File: config.mk
export PLATFORM = sky130hd
export DESIGN_NAME = serial_sub
export DESIGN_NICKNAME = d
export VERILOG_FILES = /design/src/rtl/serial_sub_pkg.sv /design/src/rtl/serial_sub_fs.sv /design/src/rtl/serial_sub.sv
export SDC_FILE = /design/constraint.sdc
export NUM_CORES = 1
export LEC_CHECK = 0
export ABC_AREA = 1
export CORE_ASPECT_RATIO = 0.7
export CORE_MARGIN = 4
export CORE_UTILIZATION = 28
export DETAILED_ROUTE_END_ITERATION = 6
export GPL_ROUTABILITY_DRIVEN = 1
export GPL_TIMING_DRIVEN = 0
export PLACE_DENSITY = 0.55
export SYNTH_ARGS = -nofsm -noshare
export SYNTH_HDL_FRONTEND = slang
export SYNTH_SLANG_ARGS = --single-unit
File: constraint.sdc
create_clock -name clk -period 1.4 [get_ports clk]
set_clock_uncertainty 0.15 [all_clocks]
set_input_delay 0.21 -clock clk [delete_from_list [all_inputs] [get_ports clk]]
set_output_delay 0.21 -clock clk [all_outputs]
set_load 0.03 [all_outputs]
File: src/rtl/serial_sub_pkg.sv
// Shared types and constants for the bit-serial subtractor.
package serial_sub_pkg;

  typedef enum logic [1:0] {
    IDLE  = 2'd0,
    SHIFT = 2'd1,
    DONE  = 2'd2
  } state_t;

  localparam int N_DEF = 4;

endpackage

File: src/rtl/serial_sub_fs.sv
// One-bit full subtractor: d = a - b - bi, with borrow-out bo.
module fs_cell (
  input  logic a,
  input  logic b,
  input  logic bi,
  output logic d,
  output logic bo
);

  assign d  = a ^ b ^ bi;
  assign bo = (~a & b) | (~(a ^ b) & bi);

endmodule

File: src/rtl/serial_sub.sv
// Bit-serial subtractor: {Bo,D} = A - B - Bi, LSB first, one bit per clock.
module serial_sub
  import serial_sub_pkg::*;
#(
  parameter int N = N_DEF
) (
  input  logic         clk,
  input  logic         rst_n,
  input  logic         start,
  input  logic [N-1:0] A,
  input  logic [N-1:0] B,
  input  logic         Bi,
  output logic         busy,
  output logic         done,
  output logic [N-1:0] D,
  output logic         Bo
);

  localparam int CW = $clog2(N) + 1;
  localparam logic [CW-1:0] LAST = CW'(N - 1);

  state_t         state_q, state_d;
  logic [N-1:0]   a_q, a_d, b_q, b_d, d_q, d_d;
  logic           br_q, br_d, bo_q, bo_d;
  logic [CW-1:0]  cnt_q, cnt_d;
  logic           bit_d, bit_bo;

  fs_cell u_fs_cell (
    .a  (a_q[0]),
    .b  (b_q[0]),
    .bi (br_q),
    .d  (bit_d),
    .bo (bit_bo)
  );

  always_comb begin
    state_d = state_q;
    a_d     = a_q;
    b_d     = b_q;
    d_d     = d_q;
    br_d    = br_q;
    bo_d    = bo_q;
    cnt_d   = cnt_q;
    case (state_q)
      IDLE, DONE: begin
        if (start) begin
          state_d = SHIFT;
          a_d     = A;
          b_d     = B;
          br_d    = Bi;
          cnt_d   = '0;
          d_d     = '0;
        end else begin
          state_d = IDLE;
        end
      end
      SHIFT: begin
        // Difference bits enter at the MSB so bit 0 lands in D[0] after N shifts.
        a_d   = {1'b0, a_q[N-1:1]};
        b_d   = {1'b0, b_q[N-1:1]};
        d_d   = {bit_d, d_q[N-1:1]};
        br_d  = bit_bo;
        cnt_d = cnt_q + CW'(1);
        if (cnt_q == LAST) begin
          state_d = DONE;
          bo_d    = bit_bo;
        end
      end
      default: state_d = IDLE;
    endcase
  end

  always_ff @(posedge clk or negedge rst_n) begin
    if (!rst_n) begin
      state_q <= IDLE;
      a_q     <= '0;
      b_q     <= '0;
      d_q     <= '0;
      br_q    <= 1'b0;
      bo_q    <= 1'b0;
      cnt_q   <= '0;
    end else begin
      state_q <= state_d;
      a_q     <= a_d;
      b_q     <= b_d;
      d_q     <= d_d;
      br_q    <= br_d;
      bo_q    <= bo_d;
      cnt_q   <= cnt_d;
    end
  end

  assign busy = (state_q == SHIFT);
  assign done = (state_q == DONE);
  assign D    = d_q;
  assign Bo   = bo_q;

endmodule

## After elaboration in Yosys (flattened, before gate mapping)

Cells that the tools add are included.

| operators by class | value |
|---|---|
| reduce and logical (&&, ||, !) cells | 5 |
| add/sub/neg operators | 1 |
| eq/ne operators | 5 |
| muxes and demuxes | 13 |
| bitwise gates (word level) | 7 |

Operators with widths:

| cell | count |
|---|---|
| one-hot mux 4 bit (2 select lines) | 3 |
| 2-to-1 mux 4 bit | 3 |
| one-hot mux 3 bit (2 select lines) | 1 |
| one-hot mux 2 bit (2 select lines) | 1 |
| AND reduction 2 bit | 2 |
| adder 3 x 1 -> 3 bit, second input constant | 1 |
| equality test 3 x 2 -> 1 bit, second input constant | 1 |
| 2-to-1 mux 3 bit | 1 |
| bitwise AND 1 bit | 2 |
| equality test 2 x 1 -> 1 bit, second input constant | 1 |
| equality test 2 bit, second input constant | 1 |
| logical NOT 2 bit | 1 |
| 2-to-1 mux 1 bit | 2 |
| 2-to-1 mux 2 bit | 1 |
| inequality test 2 x 1 -> 1 bit, second input constant | 1 |
| inequality test 2 bit, second input constant | 1 |
| NOT 1 bit | 2 |
| one-hot mux 1 bit (2 select lines) | 1 |
| nonzero test 2 bit | 1 |
| OR reduction 2 bit | 1 |
| bitwise XOR 1 bit | 2 |
| bitwise OR 1 bit | 1 |

| word-level totals | value |
|---|---|
| logic and storage cells | 38 |
| register bits after elaboration | 19 |
| bits of input ports | 12 |

## Logic depth before layout (Yosys ltp)

Gate-level depths: netlist (run 1).

| depth | value |
|---|---|
| depth in word-level cells | 5 |
| depth in mapped cells | 8 |

## By module

A second synthesis (run 1) with hierarchy kept.

| second synthesis, totals | value |
|---|---|
| cell total of the unflattened synthesis | 117 |
| area, all modules | 1014.7 um2 |

Modules (own cells, without submodules):

| module | instances | cells an instance | sequential area each (um2) | area each (um2) |
|---|---|---|---|---|
| serial_sub | 1 | 113 | 475.5 | 983.4 |
| fs_cell | 1 | 4 | 0.0 | 31.3 |

## Least setup slack after synthesis (run 1)

OpenSTA, ideal clock, no wires.

| timing | value |
|---|---|
| kind | register to register |
| from | register cnt_q[0] |
| to | register cnt_q[2] |
| setup time | 0.076 ns |
| slack | 0.089 ns |
| required time | 1.174 ns |
| stages on the path, launching flop included | 5 |
| arrival time | 1.084 ns |
| cells stage by stage | dfrtp_1 > ha_1 > ha_1 > or2_1 > o21ai_1 |

| on the way | value |
|---|---|
| longest elaborated chain between the ends | 2 |

RTL lines:

| item | RTL line | source |
|---|---|---|
| start, declared | serial_sub.sv:25 | `logic [CW-1:0] cnt_q, cnt_d;` |
| start signal, assigned | serial_sub.sv:89 | `cnt_q <= cnt_d;` |
| adder 3 x 1 -> 3 bit | serial_sub.sv:63 | `cnt_d = cnt_q + CW'(1);` |
| one-hot mux 3 bit (2 select lines) | serial_sub.sv:44 | `case (state_q)` |

Every way passes these cells.
A chain may end at the register's enable or synchronous reset.

## Final worst setup path (run 1)

| timing | value |
|---|---|
| from | register state_q[0] |
| to | output busy |

| on the way | value |
|---|---|
| longest elaborated chain between the ends | 1 |

RTL lines:

| item | RTL line | source |
|---|---|---|
| start, declared | serial_sub.sv:22 | `state_t state_q, state_d;` |
| start signal, assigned | serial_sub.sv:83 | `state_q <= state_d;` |
| equality test 2 x 1 -> 1 bit | serial_sub.sv:93 | `assign busy = (state_q == SHIFT);` |
| end, declared | serial_sub.sv:13 | `output logic busy,` |

Every way passes these cells.

==> impl_metrics.tcl, run 1 <==
set metrics [dict create \
    worstSetupPathType "reg -> out" \
    worstReg2RegStart "cnt_q[0]$_DFFE_PN0P_" \
    drc_errors 0 \
    overflow 0 \
    synth_nets 131 \
    route.met2.wl_um 859 \
    initial_utilization_pct 29.8 \
    post-place-ws_ns -0.379 \
    cp_num_buf_inv 3 \
    diodes 0 \
    drt_pass1_iterations 4 \
    cts_tree "built" \
    cts_buffer_depth 2 \
    cpPeakStageDelay_ns 0.34 \
    ys_types 18 \
    period_share_pct 105 \
    grt_pass1_wl_mm 3.31 \
    reg2reg_slack_ns 0.05 \
    finalHoldViolCount 19 \
    io_pins 19 \
    ys_seq_elements 19 \
    drive_gt1_share_pct 22.0 \
    cp_max_fo 6 \
    syn_to_final_growth_pct 42.0 \
    path_delay_family "flip-flops" \
    hold_buffers 0 \
    wl_per_cell_um 10.6 \
    violations "negative hold slack, negative setup slack" \
    place_congestion 0.771 \
    leakage_nw 0.726 \
    clk-insertion-delay-late_ns 0.26 \
    core_sq_um 3210 \
    clkTransAtPathRegs_ns 0.07 \
    antenna_left 0 \
    avgSynthCellArea_sq_um 8.25 \
    h-tree-depth 1 \
    cts_sinks 19 \
    syn-cell-area_sq_um 957 \
    drv_cap 0 \
    grt_usage_pct 9.54 \
    path_cells "buf_6 > inv_6 > nor2_4 > buf_6" \
    period_minus_slack_ns 1.47 \
    fin_hold_ws_ns -0.0978 \
    fp-row-count 17 \
    grt_max_degree 20 \
    antenna_found_initial 0 \
    met3WireLength_um 85 \
    vias_per_cell 4.01 \
    die_w_um 77.9 \
    ys_seq_area_share_pct 49.7 \
    dp_hpwl_mm 1.39 \
    wl_mm 2.09 \
    wl_met1_mm 1.14 \
    status "finished with violations" \
    cp_slowest_cell "dfrtp_1" \
    worst_pin_slew_ns 0.867 \
    hold_path_class "in -> async" \
    num-nets-final 166 \
    synth_warnings 0 \
    synthCells 116 \
    power_density_nw_per_um2 2440 \
    cts-buffers-inserted 3 \
    path_common_cell "buf_6" \
    cp_data_arrival_time_ns 1.11 \
    rsz0062_at_grt "yes" \
    fmax_ghz 0.678 \
    endpoint_kind "output pin" \
    ir_drop_mv 0.839 \
    maxSlewHeadroom_pct 42.1 \
    cts_root_buf "clkbuf_8" \
    die_h_um 56.9 \
    drt_iter0_markers 35 \
    r2r_end "cnt_q[2]$_DFFE_PN0P_" \
    worstPathRequired_ns 1.04 \
    reg2regPathDepth 4 \
    port_buffers 18 \
    finalPower_mw 3.32 \
    die-area_sq_um 4430 \
    start_kind "flop" \
    setup_ws_ns -0.0747 \
    top_layer "met4" \
    vias 790 \
    grt_pass1_vias 733 \
    maxSlewViolCount 0 \
    finalSetupViolations 1 \
]
## placed cells by master, fill, tap and decap left out, drive strengths merged
cell type / instances
nand3: 13
dlymetal6s2s: 1
clkdlybuf4s15: 4
clkbuf: 4
fa: 1
nand2: 44
a21oi: 1
o21ai: 5
inv: 22
buf: 18
ha: 2
or2: 1
nor2: 4
dfrtp: 19
clkinv: 1
clkdlybuf4s50: 10
## cell families after synthesis
group | after synthesis | synth area share [%]
AND/OR/NAND/NOR | 62 | 28.6
buffers and inverters | 26 | 13.9
flip-flops | 19 | 49.7
AO/OA/AOI/OAI | 6 | 3.14
adder cells (fa/ha/maj) | 3 | 4.71
## power by group
part | leakage, nW | internal, mW | switching [mW] | total [mW]
clock network | 0.0255 | 0.198 | 0.186 | 0.384
registers | 0.235 | 0.814 | 0.135 | 0.949
logic | 0.466 | 0.914 | 1.08 | 1.99
total | 0.726 | 1.93 | 1.40 | 3.32
## flip-flops by register name (all words and copies together) (netlist names)
register / cells
state_q: 2
D: 4
a_q: 4
br_q: 1
Bo: 1
cnt_q: 3
b_q: 4
## stage by stage
stage                     hold WS [ns]  utilization, %  cells  setup TNS (ns)  instance area (sq um)
after floorplan                 -0.236               -    116               0                    957
after global placement           0.305            37.2    181           -2.80                   1200
after detailed placement         0.310            37.2    181           -2.99                   1200
after CTS                        0.326            38.8    185          -0.180                   1240
after global routing           -0.0210            42.3    197          -0.133                   1360
final                          -0.0978            42.3    197         -0.0747                   1360
## synth_stat cells
cell	n	area (sq um)
nand2_1	41	154
nand3_1	13	65.1
inv_2	1	3.75
o21ai_1	3	15.0
fa_1	1	20.0
buf_6	4	45.0
inv_4	2	12.5
nand2_2	2	12.5
nor2_4	1	11.3
a21oi_1	1	5.00
nand2_4	1	11.3
dfrtp_1	19	475
inv_1	19	71.3
or2_1	1	6.26
nor2_2	1	6.26
ha_1	2	25.0
o21ai_0	2	10.0
nor2_1	2	7.51
## layer usage
layer  track usage [%]  vias to the layer above
li1                  -                      415
met1              13.4                      358
met2              13.5                       15
met3              4.01                        2
met4              2.28                        0
met5                 0                        -
## final cells by class
type / count / area (sq um)
Buffer: 4 / 48.8
Clock buffer: 3 / 41.3
Clock inverter: 1 / 5.00
Fill cell: 321 / 1850
Inverter: 22 / 92.6
Multi-Input combinational cell: 71 / 362
Sequential cell: 19 / 477
Tap cell: 47 / 58.8
Timing Repair Buffer: 30 / 274
## timing repair
| action | in CTS | in global routing |
|---|---|---|
| pin swaps | 0 | 2 |
| gates resized for setup | 22 | 15 |
| endpoints found under the setup margin | 7 | 11 |
| endpoints found under the hold margin | 0 | 19 |
| setup buffers | 0 | 10 |
| gates cloned | 0 | 2 |
## worst max-delay path by stage
stage / to / slack, ns / depth (start not counted) / startpoint
CTS: busy / -0.18 / 4 / state_q[0]$_DFFE_PN0P_
detailed placement: busy / -0.38 / 4 / state_q[0]$_DFFE_PN0P_
global route: busy / -0.12 / 4 / state_q[0]$_DFFE_PN0P_
floorplan: cnt_q[2]$_DFFE_PN0P_ / 0.09 / 4 / cnt_q[0]$_DFFE_PN0P_
global placement: busy / -0.37 / 4 / state_q[0]$_DFFE_PN0P_
finish: busy / -0.07 / 4 / state_q[0]$_DFFE_PN0P_
(Power assumes the default switching activity.)
==> inputs of run 2 (changes only) <==
--- a/config.mk
+++ b/config.mk
@@ -12,7 +12,7 @@
 export DETAILED_ROUTE_END_ITERATION = 6
 export GPL_ROUTABILITY_DRIVEN = 1
 export GPL_TIMING_DRIVEN = 0
-export PLACE_DENSITY = 0.55
+export PLACE_DENSITY = 0.54
 export SYNTH_ARGS = -nofsm -noshare
 export SYNTH_HDL_FRONTEND = slang
 export SYNTH_SLANG_ARGS = --single-unit
==> constraint.sdc (replaced) <==
create_clock -name clk -period 1.7 [get_ports clk]
set_clock_uncertainty 0.15 [all_clocks]
set_input_delay 0.255 -clock clk [delete_from_list [all_inputs] [get_ports clk]]
set_output_delay 0.255 -clock clk [all_outputs]
set_load 0.03 [all_outputs]
==> impl_metrics.tcl, run 2 (synthesized netlist as in run 1, its figures left out) <==
set metrics [dict create \
    status "completed" \
    overflow 0 \
    port_buffers 18 \
    finalSetupViolations 0 \
    final_cell_mix "nand2_1 (41), dfrtp_1 (19), inv_1 (19)" \
    worstPathRequired_ns 1.29 \
    cp_max_fo 2 \
    netSwitchingFraction_pct 43.1 \
    antenna_found_initial 0 \
    p_clk_share_pct 12.9 \
    clkTransAtPathRegs_ns 0.07 \
    path_cells "clkdlybuf4s50_1" \
    worst_pin_slew_ns 0.885 \
    core_sq_um 3210 \
    power_density_nw_per_um2 1950 \
    initial_utilization_pct 29.8 \
    drive_gt1_share_pct 13.6 \
    path_delay_family "buffers and inverters" \
    cts_sinks 19 \
    grt_pass1_vias 773 \
    grt_pass1_wl_mm 3.43 \
    leakage_nw 0.680 \
    worstReg2RegStart "cnt_q[0]$_DFFE_PN0P_" \
    fp-row-count 17 \
    diodes 0 \
    maxSlewHeadroom_pct 40.8 \
    period_share_pct 98.6 \
    grt_usage_pct 9.83 \
    maxSlewViolCount 0 \
    grt_max_degree 20 \
    switchingPower_mw 1.05 \
    internal-power_mw 1.38 \
    tns_ns 0 \
    cpPeakStageDelay_ns 0.67 \
    post-place-ws_ns -0.125 \
    finalPower_mw 2.43 \
    drc_errors 0 \
    postPlaceCellArea_sq_um 1200 \
    vias_per_cell 4.05 \
    p_seq_share_pct 32.0 \
    cts-buffers-inserted 3 \
    cp_data_arrival_time_ns 1.27 \
    drv_cap 0 \
    die_h_um 56.9 \
    wl_per_cell_um 10.5 \
    cts_buffer_depth 2 \
    finalHoldViolCount 0 \
    cp_num_buf_inv 1 \
    syn_to_final_growth_pct 30.3 \
    die_w_um 77.9 \
    vias 758 \
    num-nets-final 156 \
    drt_pass1_iterations 4 \
    ir_drop_mv 0.679 \
    place_congestion 0.714 \
    dp_hpwl_mm 1.43 \
    period_minus_slack_ns 1.68 \
    hold_start "D[0]$_DFFE_PN0P_" \
    layout_commonest_cell "nand2_1" \
    antenna_left 0 \
    setup_ws_ns 0.0246 \
    critical_path.startpoint "Bo$_DFFE_PN0P_" \
    clk-insertion-delay-late_ns 0.25 \
    cp_slowest_cell "clkdlybuf4s50_1" \
    cts_tree "built" \
    combPwrFrac_pct 55.0 \
    start_kind "flop" \
    worstSetupPathType "reg -> out" \
    final_area_sq_um 1250 \
    rsz0062_at_grt "no" \
    die-area_sq_um 4430 \
    fmax_ghz 0.597 \
    hold_path_class "reg -> reg" \
    endpoint_kind "output pin" \
    h-tree-depth 1 \
    io_pins 19 \
    drt_iter0_markers 18 \
    cts_root_buf "clkbuf_8" \
    wl_mm 1.96 \
]
run 2: cell count changes in the layout (fill, tap and decap cells not counted), sizes merged:
cell / before / now
clkinv: 1 / 0
dlygate4sd2: 0 / 3
clkdlybuf4s50: 10 / 12
clkbuf: 4 / 6
clkdlybuf4s15: 4 / 0
buf: 18 / 6
run 2: stage by stage:
step | hold slack (ns) | util, % | std cells
2_1_floorplan | -0.191 | - | 116
6_report | 0.313 | 38.8 | 187
5_1_grt | 0.347 | 38.8 | 187
3_3_place_gp | 0.306 | 37.2 | 181
4_1_cts | 0.327 | 38.4 | 185
3_5_place_dp | 0.308 | 37.2 | 181
run 2: power by group through the flow:
stage | clock, mW | sequential, mW | combinational (mW)
2_1_floorplan | 0 | 0.868 | 0.878
3_3_place_gp | 0 | 0.784 | 1.32
3_5_place_dp | 0 | 0.789 | 1.35
4_1_cts | 0.328 | 0.780 | 1.32
5_1_grt | 0.335 | 0.806 | 1.53
6_report | 0.314 | 0.778 | 1.34
run 2: cell type report:
class / count / area [sq um]
Sequential cell: 19 / 475
Buffer: 4 / 45.0
Inverter: 22 / 87.6
Clock buffer: 4 / 45.0
Multi-Input combinational cell: 71 / 349
Fill cell: 344 / 1960
Tap cell: 47 / 58.8
Timing Repair Buffer: 20 / 186
run 2: timing repair:
action                     CTS  global route
pin swaps                    0             1
hold buffers                 0             0
setup endpoints to repair    5             3
setup buffers                0             2
gates resized for setup     10             3
run 2: layer usage:
| metal | global-route usage [%] | wire length [um] |
|---|---|---|
| met1 | 12.8 | 976 |
| met2 | 15.7 | 893 |
| met3 | 3.37 | 66 |
| met4 | 2.28 | 25 |
| met5 | 0 | 0 |
run 2: final timing paths:
path | to | slack [ns] | depth (start not counted)
setup / recovery | Bo | 0.02 | 1
min in group asynchronous | D[1]$_DFFE_PN0P_ | 0.35 | 1
max in group asynchronous | Bo$_DFFE_PN0P_ | 0.51 | 1
setup reg to reg | cnt_q[2]$_DFFE_PN0P_ | 0.33 | 4
hold reg to reg | D[0]$_DFFE_PN0P_ | 0.31 | 2
hold / removal | D[0]$_DFFE_PN0P_ | 0.31 | 2
==> inputs of run 3 (changes only) <==
--- a/config.mk
+++ b/config.mk
@@ -13,6 +13,7 @@
 export GPL_ROUTABILITY_DRIVEN = 1
 export GPL_TIMING_DRIVEN = 0
 export PLACE_DENSITY = 0.54
+export SKIP_CTS_REPAIR_TIMING = 1
 export SYNTH_ARGS = -nofsm -noshare
 export SYNTH_HDL_FRONTEND = slang
 export SYNTH_SLANG_ARGS = --single-unit
==> constraint.sdc (replaced) <==
create_clock -name clk -period 2.05 [get_ports clk]
set_clock_uncertainty 0.15 [all_clocks]
set_input_delay 0.3075 -clock clk [delete_from_list [all_inputs] [get_ports clk]]
set_output_delay 0.3075 -clock clk [all_outputs]
set_load 0.03 [all_outputs]
==> impl_metrics.tcl, run 3 (synthesized netlist as in run 1, its figures left out) <==
set metrics [dict create \
    cts_root_buf "clkbuf_8" \
    rsz0062_at_grt "no" \
    port_buffers 18 \
    finalSetupViolations 0 \
    fp-row-count 17 \
    hold_path_class "reg -> reg" \
    vias 755 \
    antenna_left 0 \
    worstReg2RegStart "cnt_q[0]$_DFFE_PN0P_" \
    clkTransAtPathRegs_ns 0.07 \
    worst_pin_slew_ns 0.887 \
    cts_tree "built" \
    cts-buffers-inserted 3 \
    start_kind "flop" \
    layout_commonest_cell "nand2_1" \
    maxSlewViolCount 0 \
    wl_mm 1.92 \
    worstPathRequired_ns 1.59 \
    endpoint_kind "output pin" \
    final_util_pct 38.8 \
    cts_buffer_depth 2 \
    maxSlewHeadroom_pct 40.7 \
    core_sq_um 3210 \
    grt_pass1_wl_mm 3.44 \
    diodes 0 \
    period_share_pct 86.0 \
    num-nets-final 154 \
    syn_to_final_growth_pct 30.2 \
    final_cell_mix "nand2_1 (41), dfrtp_1 (19), inv_1 (19)" \
    initial_utilization_pct 29.8 \
    drive_gt1_share_pct 10.9 \
    overflow 0 \
    critical_path.startpoint "state_q[0]$_DFFE_PN0P_" \
    die_w_um 77.9 \
    place_congestion 0.714 \
    grt_pass1_vias 777 \
    finalPower_mw 2.00 \
    fin_hold_ws_ns 0.319 \
    drt_iter0_markers 19 \
    cts_sinks 19 \
    worstSetupPathType "reg -> out" \
    cp_data_arrival_time_ns 1.31 \
    ir_drop_mv 0.563 \
    dp_hpwl_mm 1.43 \
    grt_usage_pct 9.86 \
    power_density_nw_per_um2 1610 \
    drv_cap 0 \
    wl_per_cell_um 10.4 \
    antenna_found_initial 0 \
    status "completed" \
    drc_errors 0 \
    h-tree-depth 1 \
    finalHoldViolCount 0 \
    fmax_ghz 0.567 \
    period_minus_slack_ns 1.76 \
    vias_per_cell 4.08 \
    io_pins 19 \
    grt_max_degree 20 \
    fill_cells 341 \
    clk-insertion-delay-late_ns 0.25 \
    cp_max_fo 9 \
    hold_start "D[0]$_DFFE_PN0P_" \
    die_h_um 56.9 \
    leakage_nw 0.671 \
    die-area_sq_um 4430 \
    drt_pass1_iterations 4 \
]
[run 3: cell types whose count changed in the layout (fill, tap and decap cells not counted), sizes merged]
cell           delta
clkdlybuf4s50     +4
dlygate4sd2       -3
buf               -2
clkbuf            -2
dlymetal6s2s      +1
[run 3: report_power, final]
| part | internal (mW) | total (mW) | leakage (nW) | switching [mW] |
|---|---|---|---|---|
| logic | 0.448 | 1.10 | 0.412 | 0.648 |
| clock network | 0.138 | 0.260 | 0.0228 | 0.122 |
| registers | 0.554 | 0.646 | 0.236 | 0.0911 |
| total | 1.14 | 2.00 | 0.671 | 0.862 |
[run 3: metrics by stage]
stage          instance area, sq um  instances  setup WS (ns)  setup TNS, ns
3_5_place_dp                   1200        181          0.173              0
5_1_grt                        1250        185          0.207              0
2_1_floorplan                   957        116          0.680              0
6_report                       1250        185          0.286              0
4_1_cts                        1240        185         -0.125         -0.125
3_3_place_gp                   1200        181          0.173              0
[run 3: worst max-delay path, cell delays in order, from the launching register on]
cell and delay (ns):
dfrtp_1 0.34, buf_6 0.15, inv_4 0.05, nor2_4 0.18
dlymetal6s2s_1 0.32
[run 3: worst paths after layout]
check / end / slack (ns) / cells after the start
hold reg to reg: D[0]$_DFFE_PN0P_ / 0.32 / 2
min in group asynchronous: D[1]$_DFFE_PN0P_ / 0.40 / 1
max in group asynchronous: Bo$_DFFE_PN0P_ / 0.80 / 1
hold / removal: D[0]$_DFFE_PN0P_ / 0.32 / 2
setup reg to reg: cnt_q[2]$_DFFE_PN0P_ / 0.68 / 4
setup / recovery: busy / 0.29 / 4
[run 3: final cells by class]
class	count	area (sq um)	share of cell area, %
Inverter	22	87.6	7.03
Tap cell	47	58.8	4.72
Timing Repair Buffer	18	185	14.9
Sequential cell	19	475	38.2
Buffer	4	45.0	3.61
Multi-Input combinational cell	71	349	28.0
Clock buffer	4	45.0	3.61
[run 3: metal layers]
layer / part of all wire [%] / track usage [%]
met3: 2.9 / 3.37
met4: 1.1 / 2.28
met5: 0 / 0
met2: 46 / 15.7
met1: 50 / 12.9
